$ cat src/rtl/baud_gen_frac.sv
// Fractional baud-rate generator: phase accumulator producing rx (oversample) and tx (bit) strobes.
// Optional macro BAUD_GEN_FRAC_ZERO_GUARD_EN rejects zero increments and adds a cfg_err pulse output.
module baud_gen_frac #(
  parameter int               ACC_W      = 24,
  parameter int               OVERSAMPLE = 16,
  parameter logic [ACC_W-1:0] INCR_RST   = ACC_W'(25770)
) (
  input  logic             clk,
  input  logic             rst,
  input  logic             en,
  input  logic             cfg_valid,
  input  logic [ACC_W-1:0] cfg_incr,
  output logic             cfg_ready,
  output logic             rx_tick,
  output logic             tx_tick
`ifdef BAUD_GEN_FRAC_ZERO_GUARD_EN
  ,
  output logic             cfg_err
`endif
);

  localparam int               SUB_W   = $clog2(OVERSAMPLE);
  localparam logic [SUB_W-1:0] SUB_MAX = SUB_W'(OVERSAMPLE - 1);

  logic [ACC_W-1:0] acc_q, acc_d;
  logic [ACC_W-1:0] incr_act_q, incr_act_d;
  logic [ACC_W-1:0] incr_pend_q, incr_pend_d;
  logic             pend_q, pend_d;
  logic [SUB_W-1:0] sub_cnt_q, sub_cnt_d;
  logic             rx_tick_q, rx_tick_d;
  logic             tx_tick_q, tx_tick_d;
  logic             cfg_err_q, cfg_err_d;
  logic [ACC_W:0]   sum;

  always_comb begin
    sum         = {1'b0, acc_q} + {1'b0, incr_act_q};
    acc_d       = acc_q;
    incr_act_d  = incr_act_q;
    incr_pend_d = incr_pend_q;
    pend_d      = pend_q;
    sub_cnt_d   = sub_cnt_q;
    rx_tick_d   = 1'b0;
    tx_tick_d   = 1'b0;
    cfg_err_d   = 1'b0;

    if (en) begin
      acc_d = sum[ACC_W-1:0];
      if (sum[ACC_W]) begin
        rx_tick_d = 1'b1;
        if (sub_cnt_q == SUB_MAX) begin
          sub_cnt_d = '0;
          tx_tick_d = 1'b1;
        end else begin
          sub_cnt_d = sub_cnt_q + SUB_W'(1);
        end
      end
    end

    // A new rate takes effect on a bit boundary, or at once when nothing is counting.
    if (pend_q && (tx_tick_d || !en || (incr_act_q == '0))) begin
      incr_act_d = incr_pend_q;
      pend_d     = 1'b0;
    end

    if (cfg_valid && !pend_q) begin
`ifdef BAUD_GEN_FRAC_ZERO_GUARD_EN
      if (cfg_incr == '0) begin
        cfg_err_d = 1'b1;
      end else begin
        incr_pend_d = cfg_incr;
        pend_d      = 1'b1;
      end
`else
      incr_pend_d = cfg_incr;
      pend_d      = 1'b1;
`endif
    end
  end

  always_ff @(posedge clk or posedge rst) begin
    if (rst) begin
      acc_q       <= '0;
      incr_act_q  <= INCR_RST;
      incr_pend_q <= '0;
      pend_q      <= 1'b0;
      sub_cnt_q   <= '0;
      rx_tick_q   <= 1'b0;
      tx_tick_q   <= 1'b0;
      cfg_err_q   <= 1'b0;
    end else begin
      acc_q       <= acc_d;
      incr_act_q  <= incr_act_d;
      incr_pend_q <= incr_pend_d;
      pend_q      <= pend_d;
      sub_cnt_q   <= sub_cnt_d;
      rx_tick_q   <= rx_tick_d;
      tx_tick_q   <= tx_tick_d;
      cfg_err_q   <= cfg_err_d;
    end
  end

  assign cfg_ready = !pend_q;
  assign rx_tick   = rx_tick_q;
  assign tx_tick   = tx_tick_q;
`ifdef BAUD_GEN_FRAC_ZERO_GUARD_EN
  assign cfg_err   = cfg_err_q;
`else
  logic unused_err;
  assign unused_err = cfg_err_q;
`endif

endmodule

$ cat config.mk
export PLATFORM = sky130hd
export DESIGN_NAME = baud_gen_frac
export DESIGN_NICKNAME = d
export VERILOG_FILES = /design/src/rtl/baud_gen_frac.sv
export SDC_FILE = /design/constraint.sdc
export NUM_CORES = 1
export LEC_CHECK = 0
export ABC_AREA = 1
export BUFFER_PORTS_ARGS = -buffer_cell sky130_fd_sc_hd__buf_2
export CORE_UTILIZATION = 35
export DETAILED_ROUTE_END_ITERATION = 7
export PLACE_DENSITY_LB_ADDON = 0.3
export SETUP_SLACK_MARGIN = 0.02
export SLEW_MARGIN = 20
export SYNTH_ARGS = -nofsm -noshare
export SYNTH_HDL_FRONTEND = slang
export SYNTH_SLANG_ARGS = --single-unit
$ cat constraint.sdc
create_clock -name clk -period 2.75 [get_ports clk]
set_clock_uncertainty 0.2 [all_clocks]
set_input_delay 0.275 -clock clk [delete_from_list [all_inputs] [get_ports clk]]
set_output_delay 0.275 -clock clk [all_outputs]
set_load 0.02 [all_outputs]
==> flow_metrics.env, run 1 <==
export IMPL_outcome="finished clean"
export IMPL_synth_edff_count=0
export IMPL_die_x_um=119.7
export IMPL_antenna_found_initial=0
export IMPL_syn_nets=645
export IMPL_clk_latency_ns=0.35
export IMPL_stdcell_count=829
export IMPL_post_synth_top_area_cell="dfrtp_1"
export IMPL_synth_area_per_cell_um2=8.208
export IMPL_worstMarginPinSlew_ns=0.8878
export IMPL_end_kind="register"
export IMPL_syn_instance_count=591
export IMPL_dpl_cell_area_um2=5131
export IMPL_vias=4079
export IMPL_hold_path_class="input pin to register"
export IMPL_max_clock_path_buffers=2
export IMPL_async_flop_share=1.000
export IMPL_rsz0062_at_grt="no"
export IMPL_post_cts_setup_buffers=0
export IMPL_postRouteAntennaNets=0
export IMPL_initial_core_util=0.3620
export IMPL_ys_types=38
export IMPL_relSlewSlack=0.4075
export IMPL_cts_max_level=3
export IMPL_die_y_um=119.7
export IMPL_synthTopCellsByCount="nand2_1, dfrtp_1, nand3_1, inv_1, nand2_2"
export IMPL_p_leak_nw=2.812
export IMPL_gp_congestion=0.9217
export IMPL_cp_slowest_cell="fa_1"
export IMPL_drtIter0Drc=159
export IMPL_routed_via_density=4.920
export IMPL_dp_hpwl_um=8765
export IMPL_fin_area_um2=5659
export IMPL_drive_gt1_frac=0.2144
export IMPL_ys_warn_count=0
export IMPL_totalWireLength_um=11380
export IMPL_synth_top_area_frac=0.3714
export IMPL_max_freq_ghz=0.4074
export IMPL_numCtsBuffers=9
export IMPL_ys_seq_area_frac=0.4093
export IMPL_first_global_vias=4154
export IMPL_track_usage=0.1734
export IMPL_nets=702
export IMPL_core_area_um2=13400
export IMPL_synthFlopType="dfrtp_1"
export IMPL_num_antenna_cells=0
export IMPL_dieArea_um2=14330
export IMPL_ys_top_cells_by_area="dfrtp_1, nand2_1, ha_1"
export IMPL_wl_per_cell_um=13.73
export IMPL_io_pins=31
export IMPL_crit_type="register to register"
export IMPL_grt_pass1_wl_um=19450
export IMPL_rows=42
export IMPL_hold_viol_final=0
export IMPL_setup_tns_ns=0
export IMPL_cp_start_kind="register"
export IMPL_synth_most_common_cell="nand2_1"
export IMPL_final_max_slew_viol_count=0
export IMPL_clkTransAtPathRegs_ns=0.06
export IMPL_period_share=0.8927
export IMPL_max_cap_violations=0
export IMPL_cts_sinks=79
export IMPL_cts_tree="yes"
export IMPL_crit_chain="ha_1 -> fa_1 -> nand2_1 -> nand2_1 -> nand3_1 -> nand2_2 -> nand2_1 -> nand3_2 -> nand2_4 -> nand2_8 -> nand2_8 -> nand2_1 -> nand2_1"
export IMPL_setup_viol=0
export IMPL_path_max_fanout=26
export IMPL_power_mw=6.281
export IMPL_drc=0
export IMPL_dr_pass1_iters=4
export IMPL_crit_top_cell="nand2_1"
export IMPL_cts_root_buffer="clkbuf_16"
export IMPL_p_per_area_nw_per_um2=1110
export IMPL_grt_overflow_total=0
export IMPL_cp_required_ns=2.83
export IMPL_post_place_cells=788
export IMPL_crit_arrival_ns=2.54
export IMPL_fin_crit_ns=2.455
export IMPL_vdd_ir_drop_max_mv=0.4725
export IMPL_slowest_delay_ns=0.43
export IMPL_synth_ff_latch_count=79
export IMPL_synth_area_um2=4851
export IMPL_port_buffers=30
export IMPL_grt_start_max_net_pins=36
export IMPL_fin_util=0.4223
export IMPL_area_growth_pct=16.66
sequential cells by signal (all words and copies together), names as in the netlist:
| signal | cells |
|---|---|
| acc_q | 24 |
| incr_act_q | 24 |
| incr_pend_q | 24 |
| sub_cnt_q | 4 |
| pend_q | 1 |
| rx_tick | 1 |
| tx_tick | 1 |
through the flow:
stage               setup WS (ns)  hold slack (ns)
global route              0.05955           0.2267
global placement           0.3368           0.1517
detailed placement         0.2828           0.1599
floorplan                  0.2632           0.2256
CTS                        0.2671           0.1958
finish                     0.2952           0.1915
per-layer routing:
metal	up-vias	part of all wire	track usage	routed length [µm]
met5	-	0	0	0
met4	0	0.030	0.09297	345
met3	24	0.042	0.02376	473
met2	84	0.48	0.2930	5441
met1	1917	0.45	0.2140	5121
li1	2054	-	-	-
power by group:
group	switching, mW	total, mW	internal (mW)
sequential	0.368	1.99	1.62
combinational	1.95	3.17	1.22
clock	0.485	1.12	0.639
total	2.80	6.28	3.48
cell families (layout without fill, tap and decap cells):
logic type | Yosys count | count (layout) | share of synthesized area
muxes | 24 | 24 | 0.05571
and+or+nand+nor | 323 | 323 | 0.3144
adders and majority gates | 26 | 26 | 0.06861
DFF | 79 | 79 | 0.4093
xor gates and xnor gates | 9 | 9 | 0.01625
buffers and inverters | 68 | 130 | 0.06835
AOI/OAI and AO/OA | 62 | 62 | 0.06732
layout make-up:
type | instances | area [µm²]
tap | 176 | 220.2
fill | 1316 | 7741
clock buffer | 12 | 246.5
timing repair buffer | 60 | 437.9
clock inverter | 4 | 31.28
sequential | 79 | 1986
multi-input combinational | 444 | 2534
inverter | 54 | 203.9
worst paths after layout:
kind	end	depth (start not counted)	slack [ns]	start
worst max-delay path	incr_act_q[21]	13	0.30	incr_act_q[0]
min in group asynchronous	incr_pend_q[15]	3	0.33	rst
worst min register to register	acc_q[0]	2	0.28	acc_q[0]
max in group asynchronous	incr_act_q[14]	4	1.33	rst
worst max register to register	incr_act_q[21]	13	0.30	incr_act_q[0]
worst min-delay path	acc_q[0]	3	0.19	en
what timing repair did:
| action | 4_1_cts | 5_1_grt |
|---|---|---|
| resized for setup | 0 | 0 |
| hold endpoints to repair | 51 | 0 |
| hold buffers | 25 | 0 |
critical path, delay by kind of cell, from the launching register on:
kind          cells  cell delay, ns
simple gates     11            1.11
fa+ha+maj         2            0.66
flops             1            0.40
cells in the final DEF (no fill, tap or decap), types with 25 or more instances in the layout:
cell / netlist / layout
a21oi_1: 29 / 29
buf_2: 2 / 30
dfrtp_1: 72 / 72
dlygate4sd3_1: 1 / 25
ha_1: 25 / 25
inv_1: 53 / 52
nand2_1: 151 / 151
nand2_2: 46 / 46
nand3_1: 56 / 56
nor2_1: 38 / 38
o21ai_0: 26 / 26
(Power assumes the default switching activity.)
==> run 2, diff against run 1 <==
--- a/config.mk
+++ b/config.mk
@@ -7,6 +7,8 @@
 export LEC_CHECK = 0
 export ABC_AREA = 1
 export BUFFER_PORTS_ARGS = -buffer_cell sky130_fd_sc_hd__buf_2
+export CELL_PAD_IN_SITES_DETAIL_PLACEMENT = 0
+export CELL_PAD_IN_SITES_GLOBAL_PLACEMENT = 1
 export CORE_UTILIZATION = 35
 export DETAILED_ROUTE_END_ITERATION = 7
 export PLACE_DENSITY_LB_ADDON = 0.3
==> run 2 against run 1 <==
Against the previous run:
- die area did not move
- critical path depth unchanged
- count of clock-buffer cells in the layout down 3
- sequential cell count unchanged
- cell count shrank 0.12%
- critical path type unchanged
- design area grew 1.1%
==> flow_metrics.env, run 2 (synthesis results as in run 1) <==
export IMPL_num_antenna_cells=0
export IMPL_post_place_cells=787
export IMPL_min_from="en"
export IMPL_power_share_clock=0.209
export IMPL_max_clock_path_buffers=2
export IMPL_hold_path_class="input pin to register"
export IMPL_relSlewSlack=0.3744
export IMPL_worstMarginPinSlew_ns=0.9374
export IMPL_power_mw=6.548
export IMPL_clkTransAtPathRegs_ns=0.07
export IMPL_setup_viol=0
export IMPL_hold_viol_final=0
export IMPL_grt_overflow_total=0
export IMPL_period_share=0.9178
export IMPL_area_growth_pct=17.93
export IMPL_first_global_vias=3985
export IMPL_rsz0062_at_grt="no"
export IMPL_vias=4001
export IMPL_max_freq_ghz=0.3962
export IMPL_final_max_slew_viol_count=0
export IMPL_max_cap_violations=0
export IMPL_dieArea_um2=14330
export IMPL_dp_hpwl_um=8955
export IMPL_cts_root_buffer="clkbuf_16"
export IMPL_gp_congestion=0.8713
export IMPL_r2r_start="incr_act_q[0]"
export IMPL_top_regs="acc_q: 24 flops, incr_act_q: 24 flops, incr_pend_q: 24 flops"
export IMPL_reg2reg_slack_ns=0.23
export IMPL_wl_per_cell_um=14.36
export IMPL_crit_type="register to register"
export IMPL_fin_util=0.4269
export IMPL_setup_tns_ns=0
export IMPL_nets=701
export IMPL_initial_core_util=0.3620
export IMPL_postRouteAntennaNets=0
export IMPL_antenna_found_initial=0
export IMPL_drc=0
export IMPL_cp_start_kind="register"
export IMPL_cp_required_ns=2.83
export IMPL_mostFrequentLayoutCells="nand2_1, dfrtp_1, nand3_1, inv_1, nand2_2"
export IMPL_grt_start_max_net_pins=80
export IMPL_fillers=1380
export IMPL_sequentialPowerShare=0.304
export IMPL_p_sw_mw=2.889
export IMPL_clk_latency_ns=0.35
export IMPL_vdd_ir_drop_max_mv=0.4644
export IMPL_track_usage=0.1812
export IMPL_p_int_mw=3.659
export IMPL_drive_gt1_frac=0.2163
export IMPL_totalWireLength_um=11890
export IMPL_port_buffers=30
export IMPL_combPwrFrac=0.488
export IMPL_path_max_fanout=26
export IMPL_core_area_um2=13400
export IMPL_routed_via_density=4.832
export IMPL_io_pins=31
export IMPL_multi_input_area_um2=2534
export IMPL_power_switching_share=0.4412
export IMPL_crit_arrival_ns=2.60
export IMPL_cts_tree="yes"
export IMPL_stdcell_count=828
export IMPL_rows=42
export IMPL_cts_sinks=79
export IMPL_numCtsBuffers=9
export IMPL_p_per_area_nw_per_um2=1145
export IMPL_outcome="finished clean"
export IMPL_die_y_um=119.7
export IMPL_p_leak_nw=2.839
export IMPL_die_x_um=119.7
export IMPL_cp_startpoint="incr_act_q[0]"
export IMPL_end_kind="register"
export IMPL_fin_crit_ns=2.524
export IMPL_seq_area_um2=1986
export IMPL_dr_pass1_iters=5
export IMPL_drtIter0Drc=120
export IMPL_mostFrequentLayoutCell="nand2_1"
export IMPL_grt_pass1_wl_um=20100
export IMPL_cts_max_level=3
[run 2: path summary, 6_finish.rpt]
kind | cells past startpoint | to
max | 13 | incr_act_q[22]
min reg2reg | 2 | acc_q[17]
max in group asynchronous | 4 | incr_act_q[14]
max reg2reg | 13 | incr_act_q[22]
min in group asynchronous | 4 | incr_pend_q[16]
min | 3 | acc_q[9]
[run 2: through the flow]
stage          hold slack [ns]  instance area (µm²)  setup WS (ns)
3_3_place_gp            0.1967                 5136         0.3252
4_1_cts                0.09247                 5720         0.2174
3_5_place_dp            0.2016                 5136         0.2486
6_report               0.09534                 5720         0.2261
5_1_grt                 0.1044                 5720        0.04779
2_1_floorplan           0.2256                 4851         0.2632
[run 2: power by group through the flow]
stage                     logic [mW]  clock network, mW  registers (mW)
final                           3.19               1.37            1.99
after global routing            3.69               1.44            2.04
after CTS                       3.21               1.40            1.99
after detailed placement        3.17                  0            2.01
after global placement          3.11                  0            2.00
after floorplan                 2.54                  0            1.87
[run 2: final cells by class]
type	instances	area share
Clock buffer	9	0.03937
Timing Repair Buffer	59	0.07743
Inverter	54	0.03565
Sequential cell	79	0.3471
Clock inverter	7	0.01903
Tap cell	176	0.03850
Multi-Input combinational cell	444	0.4429
[run 2: timing repair]
| action | 4_1_cts | 5_1_grt |
|---|---|---|
| resized for setup | 0 | 0 |
| setup endpoints to repair | 0 | 0 |
| hold endpoints to repair | 96 | 0 |
| setup buffers | 0 | 0 |
| hold buffers | 25 | 0 |
[run 2: routing by layer]
layer	part of all wire	GRT usage	vias to the layer above
met5	0	0	-
met3	0.040	0.03327	13
met2	0.46	0.2912	67
li1	-	-	2046
met1	0.49	0.2455	1875
met4	0.011	0.05938	0
[run 2: critical path, stage by stage, from the launching register on]
cell	delay, ns
dfrtp_1	0.41
ha_1	0.23
fa_1	0.45
nand2_1	0.11
nand2_1	0.06
nand3_1	0.09
nand2_2	0.08
nand2_1	0.08
nand3_2	0.10
nand2_4	0.11
nand2_8	0.13
nand2_8	0.23
nand2_1	0.09
nand2_1	0.07
==> run 3, diff against run 2 <==
--- a/config.mk
+++ b/config.mk
@@ -6,11 +6,14 @@
 export NUM_CORES = 1
 export LEC_CHECK = 0
 export ABC_AREA = 1
+export ABC_CLOCK_PERIOD_IN_PS = 2750
 export BUFFER_PORTS_ARGS = -buffer_cell sky130_fd_sc_hd__buf_2
 export CELL_PAD_IN_SITES_DETAIL_PLACEMENT = 0
 export CELL_PAD_IN_SITES_GLOBAL_PLACEMENT = 1
 export CORE_UTILIZATION = 35
+export CTS_CLUSTER_SIZE = 14
 export DETAILED_ROUTE_END_ITERATION = 7
+export MAX_ROUTING_LAYER = met4
 export PLACE_DENSITY_LB_ADDON = 0.3
 export SETUP_SLACK_MARGIN = 0.02
 export SLEW_MARGIN = 20
==> run 3 against run 2 <==
Against the previous run:
- power rose by 0.15%
- critical path depth unchanged
- first-iteration DRC count stayed put
- count of clock-buffer cells in the layout stayed put
- register-to-register slack about the same
- cell count is the same
- wire length is 0.34% higher
- clock power barely moved
- design area unchanged
- sequential share of layout area unchanged
- fmax barely moved
- critical endpoint unchanged
- largest power group unchanged
- highest routed layer unchanged
==> flow_metrics.env, run 3 (synthesis results as in run 1) <==
export IMPL_clkTransAtPathRegs_ns=0.07
export IMPL_cts_root_buffer="clkbuf_16"
export IMPL_numCtsBuffers=9
export IMPL_cp_slowest_cell="fa_1"
export IMPL_port_buffers=30
export IMPL_final_max_slew_viol_count=0
export IMPL_cts_tree="yes"
export IMPL_cts_max_level=3
export IMPL_dp_hpwl_um=8955
export IMPL_num_antenna_cells=0
export IMPL_crit_buf_inv=0
export IMPL_worstMarginPinSlew_ns=0.9444
export IMPL_nets=701
export IMPL_period_share=0.9170
export IMPL_power_mw=6.557
export IMPL_setup_tns_ns=0
export IMPL_gp_congestion=0.8855
export IMPL_p_leak_nw=2.839
export IMPL_rows=42
export IMPL_hold_path_class="input pin to register"
export IMPL_clk_latency_ns=0.35
export IMPL_post_cts_setup_buffers=0
export IMPL_path_delay_family="simple AND/OR/NAND/NOR gates"
export IMPL_crit_type="register to register"
export IMPL_mostFrequentLayoutCell="nand2_1"
export IMPL_max_clock_path_buffers=2
export IMPL_first_global_vias=3976
export IMPL_crit_top_cell="nand2_1"
export IMPL_cts_sinks=79
export IMPL_grt_start_max_net_pins=80
export IMPL_core_area_um2=13400
export IMPL_die_x_um=119.7
export IMPL_mostFrequentLayoutCells="nand2_1, dfrtp_1, nand3_1, inv_1, nand2_2"
export IMPL_cp_start_kind="register"
export IMPL_fin_crit_ns=2.522
export IMPL_die_y_um=119.7
export IMPL_post_cts_resized=0
export IMPL_crit_arrival_ns=2.61
export IMPL_place_ws_ns=0.2486
export IMPL_slowest_delay_ns=0.45
export IMPL_dieArea_um2=14330
export IMPL_setup_viol=0
export IMPL_path_max_fanout=26
export IMPL_vias=3980
export IMPL_drc=0
export IMPL_p_per_area_nw_per_um2=1146
export IMPL_wl_per_cell_um=14.40
export IMPL_rsz0062_at_grt="no"
export IMPL_holdBufCountCts=25
export IMPL_vdd_ir_drop_max_mv=0.4701
export IMPL_cp_required_ns=2.83
export IMPL_initial_core_util=0.3620
export IMPL_setup_ws_ns=0.2282
export IMPL_totalWireLength_um=11930
export IMPL_max_cap_violations=0
export IMPL_routed_via_density=4.807
export IMPL_top_regs="acc_q: 24 flops, incr_act_q: 24 flops, incr_pend_q: 24 flops"
export IMPL_area_growth_pct=17.93
export IMPL_drive_gt1_frac=0.2163
export IMPL_io_pins=31
export IMPL_grt_overflow_total=0
export IMPL_crit_chain="ha_1 -> fa_1 -> nand2_1 -> nand2_1 -> nand3_1 -> nand2_2 -> nand2_1 -> nand3_2 -> nand2_4 -> nand2_8 -> nand2_8 -> nand2_1 -> nand2_1"
export IMPL_postRouteAntennaNets=0
export IMPL_antenna_found_initial=0
export IMPL_dr_pass1_iters=4
export IMPL_track_usage=0.1871
export IMPL_outcome="finished clean"
export IMPL_grt_pass1_wl_um=20130
export IMPL_end_kind="register"
export IMPL_relSlewSlack=0.3697
export IMPL_max_freq_ghz=0.3965
export IMPL_drtIter0Drc=120
export IMPL_hold_viol_final=0
-- run 3: cell counts in the layout (fill, tap and decap cells not counted) --
Identical to the previous run, type by type.
-- run 3: worst paths after layout --
kind | start | endpoint | slack (ns) | cells after the start
max | incr_act_q[0] | incr_act_q[22] | 0.23 | 13
min | en | acc_q[9] | 0.09 | 3
max reg2reg | incr_act_q[0] | incr_act_q[22] | 0.23 | 13
min reg2reg | acc_q[17] | acc_q[17] | 0.29 | 2
max in group asynchronous | rst | incr_act_q[7] | 1.65 | 4
min in group asynchronous | rst | incr_pend_q[16] | 0.36 | 4
-- run 3: layout make-up --
type | instances | area, µm²
Clock buffer | 9 | 225.2
Fill cell | 1380 | 7680
Sequential cell | 79 | 1986
Multi-Input combinational cell | 444 | 2534
Tap cell | 176 | 220.2
Inverter | 54 | 203.9
Clock inverter | 7 | 108.9
Timing Repair Buffer | 59 | 442.9
-- run 3: metrics by stage --
| step | std cells | util | hold WS [ns] | cell area [µm²] |
|---|---|---|---|---|
| floorplan | 591 | - | 0.2256 | 4851 |
| global placement | 787 | 0.3833 | 0.1967 | 5136 |
| CTS | 828 | 0.4269 | 0.09247 | 5720 |
| global route | 828 | 0.4269 | 0.1017 | 5720 |
| detailed placement | 787 | 0.3833 | 0.2016 | 5136 |
| finish | 828 | 0.4269 | 0.09235 | 5720 |
-- run 3: routing by layer --
layer	up-vias	part of all wire	GRT usage
li1	2044	-	-
met1	1855	0.49	0.2461
met5	-	0	-
met3	15	0.040	0.03422
met4	0	0.013	0.06172
met2	66	0.45	0.2908
-- run 3: report_power, final --
part / total [mW] / switching [mW] / internal (mW)
Clock: 1.37 / 0.556 / 0.817
Sequential: 1.99 / 0.372 / 1.62
Combinational: 3.20 / 1.97 / 1.23
-- run 3: worst min-delay path: cells and delay by family --
kind	cells	cell delay [ns]
buffers and inverters	1	0.18
AND/OR/NAND/NOR	2	0.15
